[src/rtl/lane_phase_scheduler.sv]
// Four-approach intersection phase scheduler.
// Grants green to one approach (two lanes) at a time based on queued demand.
// Supports day/night green lengths, latched pedestrian walk phases and
// emergency preemption. Every phase change passes through an all-red clearance.
module lane_phase_scheduler #(
  parameter int unsigned GREEN_DAY   = 8,
  parameter int unsigned GREEN_NIGHT = 4,
  parameter int unsigned CLEAR_TIME  = 2,
  parameter int unsigned PED_TIME    = 5
) (
  input  logic        clk,
  input  logic        rst,
  input  logic [4:0]  hoursIn,
  input  logic        pedSignal,
  input  logic        emgSignal,
  input  logic [7:0]  emgLane,
  input  logic [63:0] laneCounts,
  output logic [7:0]  trafficLightOutput,
  output logic        walkOut,
  output logic [1:0]  trafficMode,
  output logic [7:0]  currentCount,
  output logic [1:0]  phase
);

  typedef enum logic [1:0] {
    StClear,
    StGreen,
    StPed,
    StEmg
  } state_e;

  // Timer loads are duration-1 so that a state lasts exactly its duration.
  localparam logic [7:0] ClearLoad      = 8'(CLEAR_TIME - 1);
  localparam logic [7:0] PedLoad        = 8'(PED_TIME - 1);
  localparam logic [7:0] GreenDayLoad   = 8'(GREEN_DAY - 1);
  localparam logic [7:0] GreenNightLoad = 8'(GREEN_NIGHT - 1);

  state_e      state_q;
  logic [7:0]  count_q;
  logic [7:0]  lights_q;
  logic        walk_q;
  logic        ped_pending_q;
  logic [1:0]  last_grant_q;
  logic [1:0]  phase_q;

  logic        night;
  logic        emg_active;
  logic [1:0]  emg_app;
  logic [8:0]  demand [4];
  logic [1:0]  sel_app;
  logic [8:0]  sel_demand;
  logic [1:0]  scan_idx;
  logic [7:0]  green_load;

  // Mode and emergency decode from the current inputs.
  always_comb begin
    night      = (hoursIn >= 5'd20) || (hoursIn < 5'd6);
    emg_active = emgSignal && (emgLane != 8'd0);
    green_load = night ? GreenNightLoad : GreenDayLoad;
    // Scan downwards so the lowest set lane is the last (winning) assignment.
    emg_app    = 2'd0;
    for (int i = 7; i >= 0; i--) begin
      if (emgLane[i]) emg_app = 2'(i >> 1);
    end
  end

  // Per-approach demand and round-robin max selection starting after lastGrant.
  always_comb begin
    for (int a = 0; a < 4; a++) begin
      demand[a] = {1'b0, laneCounts[16*a +: 8]} + {1'b0, laneCounts[16*a+8 +: 8]};
    end
    sel_app    = last_grant_q + 2'd1;
    sel_demand = demand[sel_app];
    scan_idx   = sel_app;
    // Strict compare keeps the earliest approach in round-robin order on ties.
    for (int k = 2; k <= 4; k++) begin
      scan_idx = last_grant_q + 2'(k);
      if (demand[scan_idx] > sel_demand) begin
        sel_app    = scan_idx;
        sel_demand = demand[scan_idx];
      end
    end
  end

  // Phase sequencing FSM with registered light, walk, timer and phase outputs.
  always_ff @(posedge clk) begin
    if (rst) begin
      state_q       <= StClear;
      count_q       <= ClearLoad;
      lights_q      <= 8'd0;
      walk_q        <= 1'b0;
      ped_pending_q <= 1'b0;
      last_grant_q  <= 2'd3;
      phase_q       <= 2'd3;
    end else begin
      unique case (state_q)
        StClear: begin
          lights_q <= 8'd0;
          walk_q   <= 1'b0;
          if (count_q != 8'd0) begin
            count_q <= count_q - 8'd1;
          end else if (emg_active) begin
            state_q      <= StEmg;
            count_q      <= 8'd0;
            lights_q     <= 8'h03 << {emg_app, 1'b0};
            phase_q      <= emg_app;
            last_grant_q <= emg_app;
          end else if (ped_pending_q) begin
            state_q       <= StPed;
            count_q       <= PedLoad;
            walk_q        <= 1'b1;
            ped_pending_q <= 1'b0;
          end else if ((sel_demand == 9'd0) && night) begin
            // Idle at night: hold all-red and re-evaluate every cycle.
            count_q <= 8'd0;
          end else begin
            state_q      <= StGreen;
            count_q      <= green_load;
            lights_q     <= 8'h03 << {sel_app, 1'b0};
            phase_q      <= sel_app;
            last_grant_q <= sel_app;
          end
        end
        StGreen: begin
          if (emg_active) begin
            // Emergency on the served approach freezes the timer; otherwise abort.
            if (emg_app != phase_q) begin
              state_q  <= StClear;
              count_q  <= ClearLoad;
              lights_q <= 8'd0;
            end
          end else if (count_q == 8'd0) begin
            state_q  <= StClear;
            count_q  <= ClearLoad;
            lights_q <= 8'd0;
          end else begin
            count_q <= count_q - 8'd1;
          end
        end
        StPed: begin
          if (emg_active || (count_q == 8'd0)) begin
            state_q <= StClear;
            count_q <= ClearLoad;
            walk_q  <= 1'b0;
          end else begin
            count_q <= count_q - 8'd1;
          end
        end
        StEmg: begin
          count_q <= 8'd0;
          if (emg_active) begin
            lights_q     <= 8'h03 << {emg_app, 1'b0};
            phase_q      <= emg_app;
            last_grant_q <= emg_app;
          end else begin
            state_q  <= StClear;
            count_q  <= ClearLoad;
            lights_q <= 8'd0;
          end
        end
        default: begin
          state_q  <= StClear;
          count_q  <= ClearLoad;
          lights_q <= 8'd0;
          walk_q   <= 1'b0;
        end
      endcase
      // A request on this edge is latched even if a pending one was just consumed.
      if (pedSignal) ped_pending_q <= 1'b1;
    end
  end

  // Mode reflects the current state and the live hour input.
  always_comb begin
    unique case (state_q)
      StEmg:   trafficMode = 2'b10;
      StPed:   trafficMode = 2'b11;
      default: trafficMode = night ? 2'b01 : 2'b00;
    endcase
  end

  assign trafficLightOutput = lights_q;
  assign walkOut            = walk_q;
  assign currentCount       = count_q;
  assign phase              = phase_q;

  // Safety: never green together with walk, and at most one approach green.
  assert property (@(posedge clk) !(walk_q && (lights_q != 8'd0)));
  assert property (@(posedge clk) lights_q inside {8'h00, 8'h03, 8'h0C, 8'h30, 8'hC0});

endmodule

[config.mk]
export PLATFORM = sky130hd
export DESIGN_NAME = lane_phase_scheduler
export DESIGN_NICKNAME = d
export VERILOG_FILES = /design/src/rtl/lane_phase_scheduler.sv
export SDC_FILE = /design/constraint.sdc
export NUM_CORES = 1
export LEC_CHECK = 0
export CAP_MARGIN = 15
export CORE_MARGIN = 3
export CORE_UTILIZATION = 44
export CTS_CLUSTER_SIZE = 30
export DETAILED_ROUTE_END_ITERATION = 6
export HOLD_SLACK_MARGIN = 0.1
export PLACE_DENSITY = 0.8
export REMOVE_ABC_BUFFERS = 1
export SLEW_MARGIN = 15
export SYNTH_ARGS = -nofsm -noshare
export SYNTH_HDL_FRONTEND = slang
export SYNTH_SLANG_ARGS = --single-unit
[constraint.sdc]
create_clock -name clk -period 24.8 [get_ports clk]
set_input_delay 2.48 -clock clk [delete_from_list [all_inputs] [get_ports clk]]
set_output_delay 2.48 -clock clk [all_outputs]
set_load 0.005 [all_outputs]
==> out/results.tsv, run 1 <==
stage	metric	value	unit
worst_setup_path	crit_buf_inv	3	
floorplanning	fp-row-count	36	
floorplanning	ios	102	
detailed_routing	drc	0	
layout	final_util	57.3	%
pwr	p_leak	2.37	nW
sta	worst_slew_pin_slew	0.906	ns
worst_setup_path	critPathSlowestCell	a211oi_4	
pwr	switching_share	55.3	%
worst_setup_path	crit_family	compound AO/OA/AOI/OAI gates	
clock_network	cts_hold_buf	0	
layout	area_growth	25.9	%
synth	synth_cells	600	
synth	synth.avg_cell_area	7.45	um2
worst_setup_path	crit_path_frequent_cell	o21a_1	
outcome	outcome	finished clean	
clock_network	tritoncts	built	
synth	synthArstFlopShare	0	%
clock_network	clk_pin_slew	0.07	ns
clock_network	clock_latency	0.26	ns
sta	report.final.slew_viol_count	0	
placement	dpl_worst_slack	13.52	ns
synth	yosys_warnings	0	
placement	port_buffers	100	
layout	antennaDiodeCount	0	
pwr	power	0.923	mW
detailed_routing	drtPass1Iterations	5	
sta	rsz0062_at_grt	false	
grt	antenna_found_initial	0	
sta	finalHoldViolCount	0	
clock_network	htreeDepth	1	
floorplanning	die-area	11400	um2
synth	synth-seq-cells	18	
layout	fillers	939	
pwr	powerDensity	164	nW/um2
grt	grt_pass1_wl	21.3	mm
detailed_routing	wl_per_cell	16.1	um
floorplanning	die_y	107	um
sta	finalWorstSetupSlack	13.59	ns
detailed_routing	drt_iter0_markers	265	
worst_setup_path	cp-end-kind	flop	
placement	place.gp.congestion	0.927	
synth	ys_types	67	
detailed_routing	viasPerCell	5.83	
sta	max_freq	89.2	MHz
sta	fin_crit_sh	45.2	%
synth	yosys.area.top_type_share	16.5	%
worst_setup_path	cp-start-kind	input port	
pwr	p_switching	0.511	mW
detailed_routing	ant_nets	0	
flow_run	cap_violations	0	
synth	ys.flop_type	dfxtp_1	
worst_setup_path	critPathRequiredTime	24.97	ns
clock_network	numCtsBuffers	3	
worst_setup_path	crit_type	input port to flop	
floorplanning	start_util	45.5	%
synth	synth_most_common_cell	ha_1	
worst_setup_path	cp.arrival	11.37	ns
pwr	p_comb_share	92.0	%
placement	hpwl	11.0	mm
grt	gr-total-overflow	0	
detailed_routing	num_vias	4757	
pwr	internal_power	0.412	mW
synth	ys_top_cells_by_area	ha_1 (17%), mux2i_1 (10%), dfxtp_1 (8.1%), a21oi_1 (6.0%), nor2_1 (4.6%)	
layout	nets	828	
pwr	clockPowerShare	2.6	%
clock_network	cts-root-buf	clkbuf_8	
sta	finalSetupTns	0	ns
sta	min_period	11.21	ns
synth	synth_top_area_cell	ha_1	
synth	seq_area_frac_synth	8.06	%
sta	skew	0.00180	ns
worst_setup_path	cp_slowest_stage_delay	0.58	ns
pwr	ir_drop	0.110	mV
synth	synthTopCellsByCount	ha_1 (59), nor2_1 (55), a21oi_1 (54)	
sta	maxSlewHeadroom	39.0	%
clock_network	ctsResizeCount	0	
min_path	hold_path.class	flop to flop	
clock_network	cts.sinks	18	
grt	grt_max_degree	33	
pwr	p_seq_share	5.4	%
clock_network	cts_buffer_depth	2	
floorplanning	die_w	107	um
grt	grt_usage	22.2	%
clock_network	cts_setup_buffers	0	
grt	grt_pass1_vias	4690	
synth	synth_area	4470	um2
floorplanning	core-area	9820	um2
worst_setup_path	path_max_fanout	10	
synth	synth_edf_count	0	
sta	report.final.setup_viol	0	
layout	drive_above_1_share	5.71	%
detailed_routing	drt-total-wl	13.2	mm
-- final timing paths --
kind                                             from                                  to  slack, ns  depth (start not counted)
worst max-delay path                   laneCounts[16]  trafficLightOutput[6]$_SDFFE_PP0P_      13.59                         45
worst min-delay path             walkOut$_SDFFE_PP0P_                walkOut$_SDFFE_PP0P_       0.48                          2
worst min register to register   walkOut$_SDFFE_PP0P_                walkOut$_SDFFE_PP0P_       0.48                          2
worst max register to register  phase[0]$_SDFFE_PP1P_  trafficLightOutput[6]$_SDFFE_PP0P_      16.22                         38
-- flip-flops by register name, indices dropped and copies added (netlist names) --
name,count
currentCount,8
state_q,2
phase,2
walkOut,1
ped_pending_q,1
trafficLightOutput,4
-- per-layer routing --
metal | vias up | track usage, % | wire length, um
met3 | 12 | 1.44 | 604
met2 | 143 | 43.1 | 6830
li1 | 2394 | - | -
met4 | 0 | 3.93 | 138
met1 | 2208 | 26.8 | 5580
met5 | - | 0 | 0
-- placed cells by master, fill, tap and decap left out, types with 5 or more instances in the layout --
cell	netlist	routed
nor2b_1	7	7
o21a_1	12	12
nor2_1	55	55
o211ai_1	6	6
nor3_1	12	12
dfxtp_1	18	18
a31oi_1	7	7
o22ai_1	6	6
mux2_2	9	9
clkdlybuf4s50_1	0	100
o21ai_0	39	39
a21o_1	9	9
xor2_1	10	10
inv_1	33	33
nor4b_1	5	5
nand2b_1	7	7
nand4_1	12	12
nand3_1	13	13
nor4_1	6	6
mux2i_1	46	46
a211oi_1	9	9
o21ai_1	5	5
and2_1	8	8
xnor2_1	19	19
a21oi_1	54	54
o31ai_1	8	8
nand2_1	41	41
ha_1	59	59
o21ai_2	5	5
-- power by group through the flow --
stage | combinational, mW | clock [mW] | sequential, mW
2_1_floorplan | 0.603 | 0 | 0.0608
5_1_grt | 0.946 | 0.0257 | 0.0517
4_1_cts | 0.832 | 0.0246 | 0.0497
3_5_place_dp | 0.826 | 0 | 0.0502
3_3_place_gp | 0.804 | 0 | 0.0494
6_report | 0.849 | 0.0244 | 0.0499
-- worst reg2reg max path: cells and delay by family (launching register included) --
| family | cells | cell delay [ns] |
|---|---|---|
| AOI/OAI and AO/OA | 22 | 4.03 |
| and+or+nand+nor | 9 | 1.64 |
| muxes | 1 | 0.44 |
| adders and majority gates | 3 | 0.86 |
| DFF | 1 | 0.32 |
| buffers and inverters | 1 | 0.35 |
| xor gates and xnor gates | 2 | 0.86 |
-- through the flow --
stage,cell area (um2),hold slack [ns],std cells
floorplan,4350,0.460,574
global placement,5540,0.462,811
detailed placement,5540,0.472,811
CTS,5600,0.484,815
global route,5630,0.513,816
finish,5630,0.481,816
-- cell type report --
class	instances	area, um2	area share (%)
flip-flops and latches	18	360	6.40
repair buffers	105	1060	18.8
inverters	33	124	2.20
multi-input cells	523	3860	68.6
clock buffers	4	55.1	0.978
well taps	133	166	2.96
-- cell families (layout without fill, tap and decap cells) --
logic type,Yosys count,after routing,synth area share (%)
AND/OR/NAND/NOR,195,195,22.6
AO/OA/AOI/OAI,178,178,25.6
adder cells (fa/ha/maj),63,63,18.3
buffers and inverters,59,142,5.52
multiplexers,58,58,14.2
XOR/XNOR,29,29,5.68
flip-flops,18,18,8.06
Power figures use the tool's default switching activity.
==> run 2: changes to the inputs <==
==> constraint.sdc (replaced) <==
create_clock -name clk -period 10.8 [get_ports clk]
set_input_delay 1.08 -clock clk [delete_from_list [all_inputs] [get_ports clk]]
set_output_delay 1.08 -clock clk [all_outputs]
set_load 0.005 [all_outputs]
==> run 2 against run 1 <==
  * Sequential cell count unchanged
  * Clock power rose by 130%
  * Sequential share of layout area is essentially flat
  * Critical path depth unchanged
  * Non-clock buffer count unchanged
  * Critical endpoint unchanged
  * Largest power group unchanged
  * Highest routed layer unchanged
==> out/results.tsv, run 2 (synthesis results as in run 1) <==
stage	metric	value	unit
worst_setup_path	cp-start-kind	input port	
pwr	powerDensity	378	nW/um2
layout	fillers	935	
placement	hpwl	11.0	mm
sta	finalHoldViolCount	0	
sta	max_freq	102	MHz
layout	layout_commonest_cell	clkdlybuf4s50_1	
sta	rsz0062_at_grt	false	
pwr	power	2.12	mW
worst_setup_path	r2r_slack	1.95	ns
worst_setup_path	cp.arrival	10.02	ns
detailed_routing	drc	0	
worst_setup_path	path_max_fanout	5	
grt	grt_usage	22.7	%
clock_network	cts_setup_buffers	0	
clock_network	cts_hold_buf	0	
pwr	clockPowerShare	2.7	%
detailed_routing	drt_iter0_markers	284	
outcome	outcome	finished clean	
detailed_routing	wl_per_cell	16.3	um
sta	report.final.setup_viol	0	
worst_setup_path	critPathSlowestCell	clkdlybuf4s50_1	
pwr	internal_power	0.947	mW
detailed_routing	ant_nets	0	
sta	report.final.slew_viol_count	0	
clock_network	tritoncts	built	
floorplanning	die_w	107	um
clock_network	clk_pin_slew	0.07	ns
detailed_routing	viasPerCell	5.95	
clock_network	cts_buffer_depth	2	
layout	largest_reg_flops	8	
grt	grt_pass1_vias	4855	
worst_setup_path	crit_family	compound AO/OA/AOI/OAI gates	
grt	grt_max_degree	33	
sta	min_period	9.85	ns
clock_network	cts.sinks	18	
worst_setup_path	crit_start	laneCounts[16]	
floorplanning	die_y	107	um
worst_setup_path	crit_path_frequent_cell	o21a_1	
flow_run	cap_violations	0	
sta	fin_crit_sh	91.2	%
clock_network	clock_latency	0.26	ns
worst_setup_path	cp_slowest_stage_delay	0.43	ns
layout	final_cell_mix	clkdlybuf4s50_1 (100), ha_1 (59), nor2_1 (55)	
worst_setup_path	crit_buf_inv	3	
detailed_routing	num_vias	4855	
pwr	switching_share	55.3	%
detailed_routing	drtPass1Iterations	4	
worst_setup_path	cp-end-kind	flop	
floorplanning	die-area	11400	um2
worst_setup_path	crit_type	input port to flop	
layout	area_growth	25.4	%
worst_setup_path	critPathRequiredTime	10.97	ns
floorplanning	core-area	9820	um2
pwr	p_switching	1.17	mW
layout	nets	828	
floorplanning	fp-row-count	36	
pwr	ir_drop	0.166	mV
pwr	p_leak	2.37	nW
sta	finalSetupTns	0	ns
detailed_routing	drt-total-wl	13.3	mm
grt	antenna_found_initial	0	
clock_network	numCtsBuffers	3	
layout	multi_input_area	3860	um2
pwr	p_seq_share	5.8	%
worst_setup_path	r2r-start	phase[0]$_SDFFE_PP1P_	
worst_setup_path	r2r-end	trafficLightOutput[6]$_SDFFE_PP0P_	
sta	whs	0.487	ns
floorplanning	ios	102	
min_path	hold_path.class	flop to flop	
layout	antennaDiodeCount	0	
grt	grt_pass1_wl	22.0	mm
sta	maxSlewHeadroom	23.5	%
sta	skew	0.00198	ns
sta	worst_slew_pin_slew	1.15	ns
worst_setup_path	path_depth	45	
layout	drive_above_1_share	5.71	%
placement	place.gp.congestion	0.898	
clock_network	ctsResizeCount	0	
pwr	p_comb_share	91.5	%
worst_setup_path	endpoint	trafficLightOutput[6]$_SDFFE_PP0P_	
grt	gr-total-overflow	0	
floorplanning	start_util	45.5	%
worst_setup_path	reg2regPathDepth	39	
clock_network	htreeDepth	1	
layout	seq_area	360	um2
placement	port_buffers	100	
clock_network	cts-root-buf	clkbuf_8	
run 2: power by group through the flow:
stage	sequential [mW]	clock (mW)	combinational [mW]
after floorplan	0.140	0	1.39
after global placement	0.121	0	1.85
after detailed placement	0.123	0	1.90
after CTS	0.122	0.0565	1.91
after global routing	0.127	0.0595	2.16
final	0.123	0.0563	1.94
run 2: worst min path at each step:
stage | slack [ns] | startpoint | cells after the start | to
floorplan | 0.46 | walkOut$_SDFFE_PP0P_ | 2 | walkOut$_SDFFE_PP0P_
global placement | 0.46 | walkOut$_SDFFE_PP0P_ | 2 | walkOut$_SDFFE_PP0P_
detailed placement | 0.48 | walkOut$_SDFFE_PP0P_ | 2 | walkOut$_SDFFE_PP0P_
CTS | 0.49 | walkOut$_SDFFE_PP0P_ | 2 | walkOut$_SDFFE_PP0P_
global route | 0.52 | trafficLightOutput[6]$_SDFFE_PP0P_ | 2 | trafficLightOutput[6]$_SDFFE_PP0P_
finish | 0.49 | walkOut$_SDFFE_PP0P_ | 2 | walkOut$_SDFFE_PP0P_
run 2: per-layer routing:
metal	routed length (um)	GRT usage, %	vias up
li1	-	-	2383
met1	5650	27.9	2279
met2	6720	42.8	170
met3	672	1.69	23
met4	249	5.48	0
met5	0	0	-
run 2: cell type report:
type                            count  area share [%]
Multi-Input combinational cell    523            68.9
Timing Repair Buffer              105            18.5
Sequential cell                    18            6.43
Tap cell                          133            2.97
Inverter                           33            2.21
Clock buffer                        4           0.982
run 2: metrics by stage:
step	instance area [um2]	utilization [%]	std cells	worst slack [ns]
floorplan	4350	-	574	2.28
global placement	5550	56.5	812	1.20
detailed placement	5550	56.5	812	0.983
CTS	5610	57.1	816	1.19
global route	5610	57.1	816	0.167
finish	5610	57.1	816	0.950
run 2: worst reg2reg max path, delay by kind of cell (launching register included):
family                     cells  cell delay [ns]
AOI/OAI and AO/OA             21             3.82
and+or+nand+nor               11             2.08
buffers and inverters          2             1.13
adders and majority gates      3             0.83
muxes                          1             0.37
DFF                            1             0.30
xor gates and xnor gates       1             0.24
==> run 3: changes to the inputs <==
--- a/config.mk
+++ b/config.mk
@@ -6,12 +6,11 @@
 export NUM_CORES = 1
 export LEC_CHECK = 0
 export CAP_MARGIN = 15
-export CORE_MARGIN = 3
-export CORE_UTILIZATION = 44
+export CORE_UTILIZATION = 45
 export CTS_CLUSTER_SIZE = 30
 export DETAILED_ROUTE_END_ITERATION = 6
 export HOLD_SLACK_MARGIN = 0.1
-export PLACE_DENSITY = 0.8
+export PLACE_DENSITY = 0.82
 export REMOVE_ABC_BUFFERS = 1
 export SLEW_MARGIN = 15
 export SYNTH_ARGS = -nofsm -noshare
==> run 3 against run 2 <==
  * Via count is 0.60% higher
  * Global-route usage up 2.5 points
  * Hold slack got worse by 0.014 ns
  * Design area up 0.36%
  * Clock power increased by 2%
  * Combinational power is essentially flat
  * Core utilization rose by 1.0 points
  * Total power fell by 0.91%
  * Critical path type unchanged
  * Largest power group unchanged
==> out/results.tsv, run 3 (synthesis results as in run 1) <==
stage	metric	value	unit
clock_network	cts_hold_buf	0	
worst_setup_path	critPathSlowestCell	a211oi_4	
detailed_routing	drtPass1Iterations	4	
layout	area_growth	25.9	%
grt	grt_usage	25.2	%
clock_network	ctsResizeCount	0	
sta	worst_slew_pin_slew	0.922	ns
flow_run	cap_violations	0	
sta	report.final.slew_viol_count	0	
worst_setup_path	cp.arrival	10.02	ns
grt	grt_pass1_wl	21.2	mm
layout	layout_commonest_cell	clkdlybuf4s50_1	
grt	use_met2	45.8	%
detailed_routing	drt_iter0_markers	243	
detailed_routing	drc	0	
worst_setup_path	cp-start-kind	input port	
grt	grt_pass1_vias	4733	
clock_network	clock_latency	0.26	ns
pwr	ir_drop	0.171	mV
sta	finalSetupTns	0	ns
sta	skew	0.00400	ns
floorplanning	core-area	9680	um2
grt	gr-max-usage-layer	met2	
detailed_routing	wl_per_cell	15.7	um
layout	drive_above_1_share	5.71	%
pwr	p_leak	2.37	nW
sta	fin_crit_sh	91.1	%
clock_network	tritoncts	built	
pwr	powerDensity	373	nW/um2
detailed_routing	ant_nets	0	
worst_setup_path	path_max_fanout	10	
clock_network	cts_setup_buffers	0	
clock_network	htreeDepth	1	
detailed_routing	viasPerCell	5.99	
worst_setup_path	crit_type	input port to flop	
min_path	hold_start	walkOut$_SDFFE_PP0P_	
layout	final_cell_mix	clkdlybuf4s50_1 (100), ha_1 (59), nor2_1 (55)	
grt	grt_use_met1	30.5	%
placement	hpwl	10.7	mm
sta	min_period	9.84	ns
min_path	hold_end	walkOut$_SDFFE_PP0P_	
floorplanning	start_util	46.1	%
min_path	holdPathStages	2	
placement	place.gp.congestion	0.910	
worst_setup_path	crit_path_frequent_cell	o21a_1	
worst_setup_path	critPathRequiredTime	10.98	ns
worst_setup_path	cp_slowest_stage_delay	0.53	ns
sta	rsz0062_at_grt	false	
clock_network	numCtsBuffers	3	
worst_setup_path	r2r-start	phase[0]$_SDFFE_PP1P_	
layout	nets	828	
floorplanning	die-area	10300	um2
sta	report.final.setup_viol	0	
floorplanning	die_y	102	um
grt	gr-total-overflow	0	
floorplanning	die_w	102	um
grt	gr-usage-met3	2.07	%
layout	largest_reg_flops	8	
worst_setup_path	cp-end-kind	flop	
sta	maxSlewHeadroom	37.9	%
outcome	outcome	finished clean	
sta	whs	0.474	ns
floorplanning	fp-row-count	36	
sta	finalHoldViolCount	0	
worst_setup_path	crit_family	compound AO/OA/AOI/OAI gates	
detailed_routing	num_vias	4884	
clock_network	clk_pin_slew	0.07	ns
clock_network	cts-root-buf	clkbuf_8	
worst_setup_path	r2r_slack	2.10	ns
detailed_routing	drt-total-wl	12.8	mm
worst_setup_path	r2r-end	trafficLightOutput[6]$_SDFFE_PP0P_	
grt	antenna_found_initial	0	
worst_setup_path	reg2regPathDepth	38	
placement	port_buffers	100	
clock_network	cts.sinks	18	
min_path	hold_path.class	flop to flop	
clock_network	cts_buffer_depth	2	
floorplanning	ios	102	
worst_setup_path	crit_buf_inv	3	
layout	fillers	872	
sta	max_freq	102	MHz
grt	grt_max_degree	33	
layout	antennaDiodeCount	0	
pwr	power	2.10	mW
## run 3: cell types whose count changed in the layout (fill, tap and decap cells not counted)
cell    previous run  this run
buf_16             0         1
buf_4              5         4
## run 3: through the flow
step	worst slack [ns]	instances	cell area [um2]	utilization [%]
2_1_floorplan	2.28	574	4350	-
3_3_place_gp	1.16	811	5540	57.2
3_5_place_dp	0.982	811	5540	57.2
4_1_cts	1.17	815	5600	57.8
5_1_grt	0.271	816	5630	58.1
6_report	0.961	816	5630	58.1
## run 3: power breakdown
part	switching (mW)	internal, mW
clock network	0.0249	0.0325
logic	1.09	0.827
registers	0.0315	0.0892
total	1.15	0.949
## run 3: area by class of cell
class	count	area, um2	share of cell area (%)
timing repair buffer	105	1060	18.8
clock buffer	4	55.1	0.978
inverter	33	124	2.20
sequential	18	360	6.40
multi-input combinational	523	3860	68.6
tap	133	166	2.96
## run 3: per-layer routing
layer  wire [um]  up-vias  share of wire, %
li1            -     2391                 -
met1        5380     2277                42
met2        6390      176                50
met3         650       40               5.1
met4         424        0               3.3
met5           0        -                 0
## run 3: worst min-delay path, stage by stage, from the launching register on
cell and delay (ns):
dfxtp_1 0.31, o21ai_0 0.06, a21oi_1 0.06
## run 3: worst max path at each step
stage	startpoint	endpoint	slack (ns)	cells past startpoint
after CTS	laneCounts[32]	trafficLightOutput[6]$_SDFFE_PP0P_	1.17	45
after global routing	laneCounts[32]	trafficLightOutput[6]$_SDFFE_PP0P_	0.27	44
after global placement	laneCounts[32]	trafficLightOutput[6]$_SDFFE_PP0P_	1.16	44
after floorplan	laneCounts[16]	trafficLightOutput[6]$_SDFFE_PP0P_	2.28	41
after detailed placement	laneCounts[32]	trafficLightOutput[6]$_SDFFE_PP0P_	0.98	45
final	laneCounts[32]	trafficLightOutput[6]$_SDFFE_PP0P_	0.96	45
